File: src/rtl/linear_retire_queue.sv
// In-order retire queue: accepts allocated local-buffer regions, issues each once,
// returns a free pulse per retirement and a blkdone pulse once every region has retired.
module linear_retire_queue #(
    parameter int unsigned LBW    = 16,
    parameter int unsigned N_ICFG = 4,
    parameter int unsigned DEPTH  = 4,
    localparam int unsigned ICFG_BW = $clog2(N_ICFG + 1),
    localparam int unsigned PBW     = $clog2(DEPTH),
    localparam int unsigned OBW     = $clog2(DEPTH + 1)
) (
    input  logic               i_clk,
    input  logic               i_rst,
    input  logic               linear_rdy,
    output logic               linear_ack,
    input  logic [LBW-1:0]     i_linear,
    input  logic [ICFG_BW-1:0] i_linear_id,
    output logic               issue_rdy,
    input  logic               issue_ack,
    output logic [LBW-1:0]     o_issue_linear,
    output logic [ICFG_BW-1:0] o_issue_id,
    output logic [PBW-1:0]     o_issue_slot,
    input  logic               retire_dval,
    output logic               free_dval,
    output logic [ICFG_BW-1:0] o_free_id,
    input  logic               blkend_dval,
    output logic               blkdone_dval,
    output logic [OBW-1:0]     o_occupancy
);

    localparam logic [OBW-1:0] FULL_OCC = OBW'(DEPTH);

    logic [LBW-1:0]     mem_lin_q [DEPTH];
    logic [LBW-1:0]     mem_lin_d [DEPTH];
    logic [ICFG_BW-1:0] mem_id_q  [DEPTH];
    logic [ICFG_BW-1:0] mem_id_d  [DEPTH];

    logic [PBW-1:0]     wr_ptr_q, wr_ptr_d;
    logic [PBW-1:0]     iss_ptr_q, iss_ptr_d;
    logic [PBW-1:0]     ret_ptr_q, ret_ptr_d;
    logic [OBW-1:0]     occ_q, occ_d;
    logic [OBW-1:0]     niss_q, niss_d;
    logic               pend_q, pend_d;
    logic               free_dval_q, free_dval_d;
    logic [ICFG_BW-1:0] free_id_q, free_id_d;
    logic               blkdone_q, blkdone_d;

    logic accept_fire;
    logic issue_fire;
    logic retire_fire;
    logic blk_req;

    always_comb begin
        accept_fire = linear_rdy && (occ_q != FULL_OCC) && !pend_q;
        issue_fire  = issue_ack && (occ_q > niss_q);
        retire_fire = retire_dval && (niss_q != '0);

        mem_lin_d = mem_lin_q;
        mem_id_d  = mem_id_q;
        wr_ptr_d  = wr_ptr_q;
        iss_ptr_d = iss_ptr_q;
        ret_ptr_d = ret_ptr_q;

        if (accept_fire) begin
            mem_lin_d[wr_ptr_q] = i_linear;
            mem_id_d[wr_ptr_q]  = i_linear_id;
            wr_ptr_d            = wr_ptr_q + PBW'(1);
        end
        if (issue_fire) begin
            iss_ptr_d = iss_ptr_q + PBW'(1);
        end
        if (retire_fire) begin
            ret_ptr_d = ret_ptr_q + PBW'(1);
        end

        occ_d  = occ_q + OBW'(accept_fire) - OBW'(retire_fire);
        niss_d = niss_q + OBW'(issue_fire) - OBW'(retire_fire);

        free_dval_d = retire_fire;
        free_id_d   = retire_fire ? mem_id_q[ret_ptr_q] : free_id_q;

        // A block end raised while one is already pending simply merges into it.
        blk_req   = pend_q || blkend_dval;
        blkdone_d = blk_req && (occ_d == '0);
        pend_d    = blk_req && (occ_d != '0);
    end

    always_ff @(posedge i_clk or posedge i_rst) begin
        if (i_rst) begin
            for (int unsigned i = 0; i < DEPTH; i++) begin
                mem_lin_q[i] <= '0;
                mem_id_q[i]  <= '0;
            end
            wr_ptr_q    <= '0;
            iss_ptr_q   <= '0;
            ret_ptr_q   <= '0;
            occ_q       <= '0;
            niss_q      <= '0;
            pend_q      <= 1'b0;
            free_dval_q <= 1'b0;
            free_id_q   <= '0;
            blkdone_q   <= 1'b0;
        end else begin
            mem_lin_q   <= mem_lin_d;
            mem_id_q    <= mem_id_d;
            wr_ptr_q    <= wr_ptr_d;
            iss_ptr_q   <= iss_ptr_d;
            ret_ptr_q   <= ret_ptr_d;
            occ_q       <= occ_d;
            niss_q      <= niss_d;
            pend_q      <= pend_d;
            free_dval_q <= free_dval_d;
            free_id_q   <= free_id_d;
            blkdone_q   <= blkdone_d;
        end
    end

    assign linear_ack     = accept_fire;
    assign issue_rdy      = occ_q > niss_q;
    assign o_issue_linear = mem_lin_q[iss_ptr_q];
    assign o_issue_id     = mem_id_q[iss_ptr_q];
    assign o_issue_slot   = iss_ptr_q;
    assign free_dval      = free_dval_q;
    assign o_free_id      = free_id_q;
    assign blkdone_dval   = blkdone_q;
    assign o_occupancy    = occ_q;

endmodule

File: config.mk
export PLATFORM = sky130hd
export DESIGN_NAME = linear_retire_queue
export DESIGN_NICKNAME = d
export VERILOG_FILES = /design/src/rtl/linear_retire_queue.sv
export SDC_FILE = /design/constraint.sdc
export NUM_CORES = 1
export LEC_CHECK = 0
export ABC_AREA = 0
export BUFFER_PORTS_ARGS = -buffer_cell sky130_fd_sc_hd__buf_2
export CAP_MARGIN = 15
export CORE_UTILIZATION = 50
export CTS_BUF_LIST = sky130_fd_sc_hd__clkbuf_8
export CTS_CLUSTER_SIZE = 30
export DETAILED_ROUTE_END_ITERATION = 10
export PLACE_DENSITY_LB_ADDON = 0.05
export SYNTH_ARGS = -nofsm -noshare
export SYNTH_HDL_FRONTEND = slang
export SYNTH_SLANG_ARGS = --single-unit
File: constraint.sdc
create_clock -name i_clk -period 2.95 [get_ports i_clk]
set_input_delay 0.1475 -clock i_clk [delete_from_list [all_inputs] [get_ports i_clk]]
set_output_delay 0.1475 -clock i_clk [all_outputs]
set_load 0.02 [all_outputs]
# Word level (Yosys, flattened, before mapping)
# Index checks and enable logic that the tools add are counted.
dict set report word_totals {
  elab_cells 60
  ff_bits 94
}
dict set report classes {
  bitwise_logic 3
  mux 15
  n_eq_ne 1
  n_addsub 7
  n_reduce_logical 12
  magnitude_cmp 5
}
# op count
set ops {}
lappend ops {{$bwmux W64} 1}
lappend ops {{$mux W16} 3}
lappend ops {{$bmux W16 S2} 1}
lappend ops {{$demux W16 S2} 1}
lappend ops {{$mux W3} 5}
lappend ops {{$bmux W3 S2} 2}
lappend ops {{$bwmux W12} 1}
lappend ops {{$ge A3 B3 Y1 const B} 3}
lappend ops {{$not A2 Y3} 3}
lappend ops {{$logic_and A1 B1 Y1} 7}
lappend ops {{$add A2 B1 Y2 const B} 3}
lappend ops {{$add A3 B1 Y3} 2}
lappend ops {{$demux W3 S2} 1}
lappend ops {{$reduce_bool A3 Y1} 2}
lappend ops {{$sub A3 B1 Y3} 2}
lappend ops {{$gt A3 B3 Y1} 1}
lappend ops {{$logic_not A3 Y1} 1}
lappend ops {{$lt A3 B1 Y1 const B} 1}
lappend ops {{$ne A3 B3 Y1 const B} 1}
lappend ops {{$logic_not A1 Y1} 1}
lappend ops {{$logic_or A1 B1 Y1} 1}

# Depth between registers and ports, before layout
dict set report logic_depth {
  word_depth 7
  mapped_depth 11
  ltp_nobuf 11
}

# Worst setup path before layout
# No wires, ideal clock.
dict set report synth_path {
  path_type {register to register}
  start {register occ_q[0], in the netlist o_occupancy[0]}
  end {register niss_q[2]}
  arrival_time_ps 2720
  period_less_slack_ps 2844
  slack_ps 106
  stages_incl_launch_ff 12
  required_time_ps 2826
  path_buffers 0
  setup_time_ps 124
  path_cell_list {dfrtp_1 > inv_1 > ha_1 > and3_1 > a21oi_1 > nand2_1 > ha_1 > inv_1 > ha_1 > fa_1 > xnor2_1 > xnor2_1}
}
dict set report synth_via {
  elab_chain_cells 4
}
# item line
set synth_lines {}
lappend synth_lines {{start, declared} 40} ;# logic [OBW-1:0] occ_q, occ_d;
lappend synth_lines {{start signal, assigned} 96} ;# occ_q <= '0;
lappend synth_lines {{start signal, assigned} 108} ;# occ_q <= occ_d;
lappend synth_lines {{$gt A3 B3 Y1} -}
lappend synth_lines {{named net issue_rdy} 17} ;# output logic issue_rdy,
lappend synth_lines {{$logic_and A1 B1 Y1} 54} ;# issue_fire = issue_ack && (occ_q > niss_q);
lappend synth_lines {{$add A3 B1 Y3} 76} ;# niss_d = niss_q + OBW'(issue_fire) - OBW'(retire_fire);
lappend synth_lines {{$sub A3 B1 Y3} 76}
lappend synth_lines {{named net niss_d[2]} 41} ;# logic [OBW-1:0] niss_q, niss_d;
lappend synth_lines {{end signal, assigned} 109} ;# niss_q <= niss_d;
lappend synth_lines {{end, declared} 41}
# The timed path passes the listed nets, and every way through them passes these cells.
# A chain may end at the register's enable or synchronous reset.

# Worst setup path after layout
dict set report layout_path {
  start {register occ_q[2], in the netlist o_occupancy[2]}
  end {register niss_q[2]}
}
dict set report layout_via {
  elab_chain_cells 4
}
# item line
set layout_lines {}
lappend layout_lines {{$gt A3 B3 Y1} 54}
lappend layout_lines {{$logic_and A1 B1 Y1} 54}
lappend layout_lines {{$add A3 B1 Y3} 76}
lappend layout_lines {{$sub A3 B1 Y3} 76}
lappend layout_lines {{named net niss_d[2]} 41}
# The timed path passes the listed nets, and every way through them passes these cells.

==> impl_metrics.prom <==
# TYPE chip_impl_metric gauge
chip_impl_info{name="worst_setup_path_start_kind",value="flip-flop"} 1
chip_impl_metric{name="postSynthRegisterBits",unit=""} 94
chip_impl_metric{name="yosysTopAreaCellShare",unit="%"} 55.59
chip_impl_info{name="synth_top_flop_cell",value="sky130_fd_sc_hd__dfrtp_1"} 1
chip_impl_metric{name="grt_antenna_before_repair",unit=""} 0
chip_impl_metric{name="io_buffer_count",unit=""} 55
chip_impl_metric{name="hold_ws",unit="ps"} 26.81
chip_impl_metric{name="core",unit="mm2"} 0.008217
chip_impl_info{name="clk_root_buffer_cell",value="sky130_fd_sc_hd__clkbuf_8"} 1
chip_impl_metric{name="cts_post_setup_buffers_inserted",unit=""} 0
chip_impl_metric{name="drt_iter0_drc",unit=""} 46
chip_impl_info{name="post_synth_main_area_contributors",value="sky130_fd_sc_hd__dfrtp_1 (56%), sky130_fd_sc_hd__mux2_2 (20%), sky130_fd_sc_hd__mux4_2 (12%), sky130_fd_sc_hd__ha_1 (3.3%), sky130_fd_sc_hd__xnor2_1 (1.9%)"} 1
chip_impl_info{name="synth_largest_area_cell",value="sky130_fd_sc_hd__dfrtp_1"} 1
chip_impl_metric{name="cts-root-to-sink-buffers",unit=""} 2
chip_impl_metric{name="final-hold-violation-count",unit=""} 0
chip_impl_metric{name="number_of_global_route_vias_before_repair",unit=""} 2372
chip_impl_info{name="critical_path.cell_chain",value="ha_1 > and3_1 > a21oi_1 > nand2_1 > ha_1 > inv_1 > ha_1 > fa_1 > xnor2_1 > xnor2_1"} 1
chip_impl_metric{name="final-setup-viol-count",unit=""} 0
chip_impl_metric{name="die_x",unit="um"} 94.00
chip_impl_metric{name="cp_slowest_stage_delay",unit="ps"} 460
chip_impl_metric{name="detailed_place.area",unit="mm2"} 0.004623
chip_impl_metric{name="clkSlewWorstSetupHoldPaths",unit="ps"} 80
chip_impl_metric{name="clock-sinks",unit=""} 94
chip_impl_metric{name="place.detailed.hpwl",unit="um"} 4940
chip_impl_metric{name="multi_input_area",unit="mm2"} 0.001764
chip_impl_metric{name="synth_enable_flop_cells",unit=""} 0
chip_impl_metric{name="setup-tns-final",unit="ps"} 0
chip_impl_metric{name="syn_inst_count",unit=""} 264
chip_impl_metric{name="wire_length_of_the_first_global_routing_pass",unit="um"} 12170
chip_impl_metric{name="n_antenna_cell",unit=""} 0
chip_impl_metric{name="critical_path_peak_fanout",unit=""} 4
chip_impl_metric{name="max_slew.worst_pin.slew",unit="ps"} 821.7
chip_impl_metric{name="postSynthAreaPerCell",unit="um2"} 16.03
chip_impl_metric{name="worst_clock_skew_on_the_final_layout",unit="ps"} 10.45
chip_impl_metric{name="drt_wl_total",unit="um"} 7460
chip_impl_metric{name="htree_levels",unit=""} 3
chip_impl_metric{name="fillCellCount",unit=""} 672
chip_impl_metric{name="vias_per_cell",unit=""} 5.356
chip_impl_metric{name="vias",unit=""} 2335
chip_impl_metric{name="place_congestion",unit=""} 0.7851
chip_impl_metric{name="power-per-cell-area",unit="mW/mm2"} 1199
chip_impl_info{name="timing_worst_setup_path_type",value="reg2reg"} 1
chip_impl_metric{name="max-vdd-ir-drop",unit="uV"} 578.1
chip_impl_metric{name="post_synth_arst_share",unit="%"} 100.0
chip_impl_metric{name="report.power.total",unit="mW"} 5.839
chip_impl_metric{name="data_required_critical_path",unit="ps"} 3220
chip_impl_metric{name="number_of_hold_buffers_added_after_cts",unit=""} 1
chip_impl_info{name="critPathCaptureType",value="flip-flop"} 1
chip_impl_metric{name="finish.instance_area",unit="mm2"} 0.004868
chip_impl_metric{name="detailedRoute.firstPassIterationCount",unit=""} 4
chip_impl_metric{name="synth.net_count",unit=""} 302
chip_impl_info{name="synth_top_cells_by_count",value="sky130_fd_sc_hd__dfrtp_1 (94), sky130_fd_sc_hd__mux2_2 (76), sky130_fd_sc_hd__mux4_2 (22)"} 1
chip_impl_metric{name="synth_cell_types",unit=""} 22
chip_impl_metric{name="initial_utilization",unit="%"} 51.50
chip_impl_metric{name="ys_warn_count",unit=""} 0
chip_impl_metric{name="remaining_drc_errors",unit=""} 0
chip_impl_metric{name="register_area",unit="mm2"} 0.002352
chip_impl_metric{name="leakage",unit="nW"} 2.288
chip_impl_metric{name="avgRoutedWirePerCell",unit="um"} 17.11
chip_impl_metric{name="ys_seq_area_share",unit="%"} 55.59
chip_impl_metric{name="total_die_area",unit="mm2"} 0.008835
chip_impl_metric{name="clk-insertion-delay-late",unit="ps"} 350
chip_impl_metric{name="floorplan.rows",unit=""} 33
chip_impl_metric{name="groute.usage.overall",unit="%"} 18.94
chip_impl_metric{name="critical_path_arrival",unit="ps"} 2840
chip_impl_metric{name="grt_max_degree",unit=""} 50
chip_impl_metric{name="cts_inserted_buffers",unit=""} 9
chip_impl_info{name="status",value="completed"} 1
chip_impl_info{name="rsz_0062_raised_after_global_routing",value="no"} 1
chip_impl_metric{name="maxSlewHeadroom",unit="%"} 45.15
chip_impl_metric{name="drive_gt1_share",unit="%"} 54.08
chip_impl_metric{name="grt_overflow_total",unit=""} 0
chip_impl_info{name="synthMostInstantiatedCell",value="sky130_fd_sc_hd__dfrtp_1"} 1
chip_impl_info{name="timing.hold.worst.class",value="in2reg"} 1
chip_impl_metric{name="crit_buf_inv",unit=""} 1
chip_impl_info{name="cts_tree",value="done"} 1
chip_impl_metric{name="syn_area",unit="mm2"} 0.004232
chip_impl_metric{name="area_growth_syn_to_layout",unit="%"} 15.05
chip_impl_metric{name="post-route-period-util",unit="%"} 87.06
chip_impl_metric{name="io-pin-count",unit=""} 56
chip_impl_metric{name="final_max_slew_viol_count",unit=""} 0
chip_impl_info{name="critical-path-top-delay-family",value="adder cells"} 1
chip_impl_metric{name="max_cap_viols",unit=""} 0
chip_impl_metric{name="detail-route-antenna-nets",unit=""} 0
chip_impl_metric{name="cts_repair_resize_count",unit=""} 0
chip_impl_info{name="critical_path_cell_with_the_highest_stage_delay",value="sky130_fd_sc_hd__dfrtp_1"} 1
chip_impl_metric{name="layout_min_cycle_time",unit="ps"} 2568
chip_impl_metric{name="die_height",unit="um"} 94.00
chip_impl_metric{name="clock.fmax",unit="MHz"} 389.4
chip_impl_info{name="critical-path-top-cell-by-count",value="sky130_fd_sc_hd__ha_1"} 1
chip_impl_metric{name="final_nets",unit=""} 365
[metal layers]
| layer | share of wire, % | global-route usage (%) | vias up |
|---|---|---|---|
| li1 | - | - | 1080 |
| met1 | 47 | 25.87 | 1210 |
| met2 | 47 | 29.14 | 36 |
| met3 | 4.3 | 4.693 | 9 |
| met4 | 1.5 | 7.692 | 0 |
| met5 | 0 | 0 | - |
[metrics by stage]
step	std cells	setup slack, ps	utilization [%]
finish	436	381.8	59.25
CTS	436	370.7	59.25
floorplan	264	106.3	-
global route	436	240.7	59.25
global placement	420	458.3	56.27
detailed placement	420	386.8	56.27
[path summary, 6_finish.rpt]
path | depth (start not counted) | start | slack (ps) | to
max | 10 | o_occupancy[2] | 380 | niss_q[2]
min | 3 | blkend_dval | 30 | pend_q
max reg2reg | 10 | o_occupancy[2] | 380 | niss_q[2]
min reg2reg | 2 | o_free_id[1] | 480 | o_free_id[1]
max in group asynchronous | 4 | i_rst | 1740 | mem_lin_q[36]
min in group asynchronous | 3 | i_rst | 480 | blkdone_dval
[placed cells by master (no fill, tap or decap), types with 2 or more instances in the layout]
| cell | netlist | final |
|---|---|---|
| sky130_fd_sc_hd__a21oi_1 | 2 | 2 |
| sky130_fd_sc_hd__buf_2 | 2 | 55 |
| sky130_fd_sc_hd__buf_4 | 0 | 4 |
| sky130_fd_sc_hd__bufinv_16 | 0 | 3 |
| sky130_fd_sc_hd__clkbuf_8 | 0 | 9 |
| sky130_fd_sc_hd__clkinv_2 | 0 | 2 |
| sky130_fd_sc_hd__dfrtp_1 | 94 | 94 |
| sky130_fd_sc_hd__fa_1 | 2 | 2 |
| sky130_fd_sc_hd__ha_1 | 11 | 11 |
| sky130_fd_sc_hd__inv_1 | 13 | 12 |
| sky130_fd_sc_hd__mux2_2 | 76 | 76 |
| sky130_fd_sc_hd__mux4_2 | 22 | 22 |
| sky130_fd_sc_hd__nand2_1 | 12 | 12 |
| sky130_fd_sc_hd__nand2_2 | 4 | 4 |
| sky130_fd_sc_hd__nor2_1 | 2 | 2 |
| sky130_fd_sc_hd__xnor2_1 | 9 | 9 |
[worst reg2reg max path, cell delays in order (launching register included)]
cell	delay, ps
sky130_fd_sc_hd__dfrtp_1	460
sky130_fd_sc_hd__ha_1	360
sky130_fd_sc_hd__and3_1	170
sky130_fd_sc_hd__a21oi_1	190
sky130_fd_sc_hd__nand2_1	120
sky130_fd_sc_hd__ha_1	290
sky130_fd_sc_hd__inv_1	40
sky130_fd_sc_hd__ha_1	180
sky130_fd_sc_hd__fa_1	380
sky130_fd_sc_hd__xnor2_1	180
sky130_fd_sc_hd__xnor2_1	130
[power by group]
group	internal [mW]	switching, mW
combinational	1.35	1.20
clock	0.558	0.435
sequential	1.90	0.404
[flip-flops by register name, summed over array words and instances (netlist names)]
register      count
niss_q            3
o_issue_slot      2
o_free_id         3
mem_lin_q        64
pend_q            1
blkdone_dval      1
mem_id_q         12
ret_ptr_q         2
free_dval         1
o_occupancy       3
wr_ptr_q          2
[logic make-up after synthesis]
| logic type | count (synthesis) | share of synthesized area [%] |
|---|---|---|
| AOI/OAI and AO/OA | 5 | 1.153 |
| xor gates and xnor gates | 9 | 1.863 |
| adders and majority gates | 13 | 4.199 |
| buffers and inverters | 22 | 2.720 |
| DFF | 94 | 55.59 |
| muxes | 98 | 31.93 |
| and+or+nand+nor | 23 | 2.543 |
[layout make-up]
type | count | share of cell area (%)
Sequential cell | 94 | 48.32
Clock inverter | 6 | 2.287
Timing Repair Buffer | 61 | 6.888
Clock buffer | 9 | 2.544
Tap cell | 105 | 2.699
Multi-Input combinational cell | 148 | 36.24
Inverter | 13 | 1.028
(Power assumes the default switching activity.)
